===== config.mk =====
export PLATFORM = sky130hd
export DESIGN_NAME = down_counter_timer
export DESIGN_NICKNAME = d
export VERILOG_FILES = /design/src/rtl/down_counter_timer.sv
export SDC_FILE = /design/constraint.sdc
export NUM_CORES = 1
export LEC_CHECK = 0
export CAP_MARGIN = 20
export CORE_UTILIZATION = 34
export CTS_CLUSTER_DIAMETER = 30
export DETAILED_ROUTE_END_ITERATION = 6
export PLACE_DENSITY_LB_ADDON = 0.15
export SLEW_MARGIN = 20
export SYNTH_ARGS = -nofsm -noshare
export SYNTH_HDL_FRONTEND = slang
export SYNTH_SLANG_ARGS = --single-unit

===== constraint.sdc =====
create_clock -name clk -period 4.95 [get_ports clk]
set_input_delay 1.485 -clock clk [delete_from_list [all_inputs] [get_ports clk]]
set_output_delay 1.485 -clock clk [all_outputs]
set_load 0.01 [all_outputs]

===== src/rtl/down_counter_timer.sv =====
// Loadable, enable-gated down-counter/timer with one-shot or auto-reload operation.
// A one-cycle terminal-count pulse is raised after exactly N enabled cycles.
module down_counter_timer #(
    parameter int unsigned WIDTH = 4
) (
    input  logic             clk,
    input  logic             rst,
    input  logic             load,
    input  logic [WIDTH-1:0] load_val,
    input  logic             start,
    input  logic             en,
    input  logic             auto_reload,
    output logic [WIDTH-1:0] count,
    output logic             tc,
    output logic             busy,
    output logic             done
);

    typedef enum logic [1:0] {
        IDLE,
        RUN,
        DONE
    } state_t;

    localparam logic [WIDTH-1:0] ONE = WIDTH'(1);

    state_t           state;
    logic [WIDTH-1:0] reload_reg;

    // busy/done are registered alongside state so they always match it.
    always_ff @(posedge clk or negedge rst) begin
        if (!rst) begin
            count      <= '0;
            reload_reg <= '0;
            state      <= IDLE;
            tc         <= 1'b0;
            busy       <= 1'b0;
            done       <= 1'b0;
        end else begin
            tc <= 1'b0;
            if (load) begin
                count      <= load_val;
                reload_reg <= load_val;
                state      <= IDLE;
                busy       <= 1'b0;
                done       <= 1'b0;
            end else begin
                case (state)
                    IDLE, DONE: begin
                        if (start && reload_reg != '0) begin
                            count <= reload_reg;
                            state <= RUN;
                            busy  <= 1'b1;
                            done  <= 1'b0;
                        end
                    end
                    RUN: begin
                        if (en) begin
                            if (count == ONE) begin
                                tc <= 1'b1;
                                if (auto_reload) begin
                                    count <= reload_reg;
                                end else begin
                                    count <= '0;
                                    state <= DONE;
                                    busy  <= 1'b0;
                                    done  <= 1'b1;
                                end
                            end else if (count != '0) begin
                                count <= count - ONE;
                            end
                        end
                    end
                    default: begin
                        state <= IDLE;
                        busy  <= 1'b0;
                        done  <= 1'b0;
                    end
                endcase
            end
        end
    end

endmodule


==> key figures <==
Clocking
  – Cts bufs inserted: 3
  – Worst-skew pair later-pin latency: 0.27 ns
  – Post-cts resize count: 0
  – Htree depth: 1
  – # hold bufs at CTS: 0
  – # clock sinks: 11
  – Setup Fix Bufs, Post-CTS: 0
  – Reg clk slew, reported paths: 0.07 ns
  – Clock buffer depth: 2
  – Root Driver: clkbuf_4
  – CTS tree: built

Synthesis
  – Share of the synthesized area in the top cell type: 39.9%
  – Syn. warnings: 0
  – Leading area contributor after synthesis: dfrtp_1
  – Ranking of synthesized cells by area: dfrtp_1, ha_1, mux2_2, nor2_1, o31ai_1
  – Post-synthesis register bit count: 11
  – Most frequent cells after synthesis: dfrtp_1, nor2_1, nand2_1
  – Post-synthesis cell area: 689 um2
  – Number of distinct library cells after synthesis: 33
  – Fraction of registers with async set/reset: 100%
  – Top_reg_cell synth: dfrtp_1
  – Mapped Avg Cell Area: 10.1 um2
  – Number of flops mapped to enable cells by yosys: 0
  – Seq/Total Area, Yosys: 39.9%
  – Net Count, Synth: 81
  – Syn Inst Count: 68
  – Most frequent cell after synthesis: dfrtp_1

Layout
  – Final std cells w/o fill: 111
  – Area grow syn2layout: 30.5%
  – Final Util: 49.4%
  – Ratio of cells with drive above 1 in the final layout: 15.1%
  – # diodes: 0
  – Nets: 100
  – Filler Cell Count: 193
  – Final Instance Area: 900 um2

Die
  – Initial core utilization: 37.9%
  – I/O pin total: 17
  – Die H: 47.0 um
  – Num rows: 15
  – Die W: 47.0 um
  – Die area: 2210 um2
  – Core ar.: 1820 um2

Placed design
  – Port bufs: 16
  – Placement Setup Slack: 1.91 ns
  – Dpl cell area: 873 um2
  – Gpl congestion: 0.809
  – HPWL Detailed: 1190 um
  – Placed Cells incl. Taps: 107

Timing
  – # setup viols final: 0
  – Clock Skew: 0.000873 ns
  – Worst-margin pin slew: 0.570 ns
  – Tcrit/Tclk final: 57.0%
  – Slew Limit Fails: 0
  – Setup TNS: 0 ns
  – Post-layout min period: 2.82 ns
  – Unrepaired setup endpoints after global routing: no
  – Fin. Hold Viols: 0
  – Fmax: 354 MHz
  – Final worst slack: 2.13 ns
  – Final hold slack: 0.568 ns
  – Worst slew margin: 61.9%

Worst setup path
  – Critical-path cell list: clkdlybuf4s50_1
  – Worst EP arrival: 1.34 ns
  – Crit-path slowest cell: clkdlybuf4s50_1
  – Top delay family on crit path: buffers and inverters
  – Type of the worst setup path: reg2out
  – Crit end category: output port
  – Peak fanout along the critical path: 9
  – Buf/Inv on CP: 1
  – Req. time, crit path: 3.46 ns
  – Launching element type of the critical path: register
  – CP peak stage delay: 0.59 ns

Drt
  – DRC Markers: 0
  – DR vias: 591
  – Routed Antenna Nets: 0
  – Total routed wirelength: 1480 um
  – Detail-routed net length per standard cell: 13.3 um
  – Via density: 5.32
  – Initial DRC Count: 6
  – DRT Pass-1 Iters: 5

Power
  – Clock share of power: 24.1%
  – Sw power: 0.0830 mW
  – Combinational fraction of design power: 30.5%
  – Max VDD drop: 0.131 mV
  – Switching Share: 32.3%
  – Static Leakage: 0.372 nW
  – Pwr per Cell Area: 286 nW/um2
  – Sequential share of power: 45.4%
  – Cell-internal power: 0.174 mW
  – Final Power: 0.257 mW

GRT
  – Total GRT Usage: 16.9%
  – Vias in the first global route: 560
  – Largest net degree at the start of global routing: 14
  – Initial antenna violation count: 0
  – Total congestion overflow: 0
  – First-pass GRT wire length: 2580 um

Flow run
  – Maxcap violations: 0

Min path
  – Hold WC Path Type: reg2reg

Outcome
  – Outcome: finished, final reports clean
[worst paths after layout]
| path | startpoint | endpoint | cells after the start | slack [ns] |
|---|---|---|---|---|
| min in group asynchronous | rst | reload_reg[2]$_DFFE_PN0P_ | 1 | 1.55 |
| min reg2reg | reload_reg[1]$_DFFE_PN0P_ | reload_reg[1]$_DFFE_PN0P_ | 1 | 0.57 |
| max reg2reg | count[1]$_DFFE_PN0P_ | count[0]$_DFFE_PN0P_ | 6 | 2.90 |
| max in group asynchronous | rst | count[1]$_DFFE_PN0P_ | 1 | 3.07 |
| max | count[3]$_DFFE_PN0P_ | count[3] | 1 | 2.13 |
| min | reload_reg[1]$_DFFE_PN0P_ | reload_reg[1]$_DFFE_PN0P_ | 1 | 0.57 |
[kinds of logic after synthesis]
kind of cell             after synthesis  share of synthesized area [%]
AND/OR/NAND/NOR                       24                           19.6
AO/OA/AOI/OAI                         22                           27.4
flip-flops                            11                           39.9
buffers and inverters                  5                           2.72
multiplexers                           3                           4.90
adder cells (fa/ha/maj)                3                           5.45
[layout make-up]
cell class	instances	area [um2]	area share (%)
Sequential cell	11	275	30.6
Inverter	3	11.3	1.25
Multi-Input combinational cell	52	395	43.9
Clock buffer	4	26.3	2.92
Timing Repair Buffer	16	160	17.8
Tap cell	25	31.3	3.48
[cells in the final DEF, fill, tap and decap left out, types with 2 or more instances in the layout]
cell / netlist / routed
nor2b_1: 2 / 2
dfrtp_1: 11 / 11
nand3b_1: 2 / 2
a21oi_1: 3 / 3
clkdlybuf4s50_1: 0 / 16
inv_1: 3 / 3
mux2_2: 3 / 3
nand2_1: 5 / 5
a221oi_1: 2 / 2
clkbuf_4: 0 / 3
ha_1: 3 / 3
nor2_1: 8 / 8
o31ai_1: 4 / 4
[power groups by stage]
| stage | Sequential [mW] | Combinational, mW | Clock [mW] |
|---|---|---|---|
| floorplan | 0.117 | 0.0430 | 0 |
| global placement | 0.118 | 0.0786 | 0 |
| detailed placement | 0.119 | 0.0788 | 0 |
| CTS | 0.117 | 0.0793 | 0.0655 |
| global route | 0.119 | 0.0873 | 0.0725 |
| finish | 0.117 | 0.0784 | 0.0620 |
[per-layer routing]
layer | part of all wire, % | track usage [%] | vias up
met5 | 0 | 0 | -
met4 | 0.41 | 7.43 | 0
met3 | 5.6 | 4.23 | 2
met2 | 47 | 26.1 | 18
met1 | 47 | 22.5 | 274
li1 | - | - | 297
Note: power is estimated with default switching activity, not from simulation.
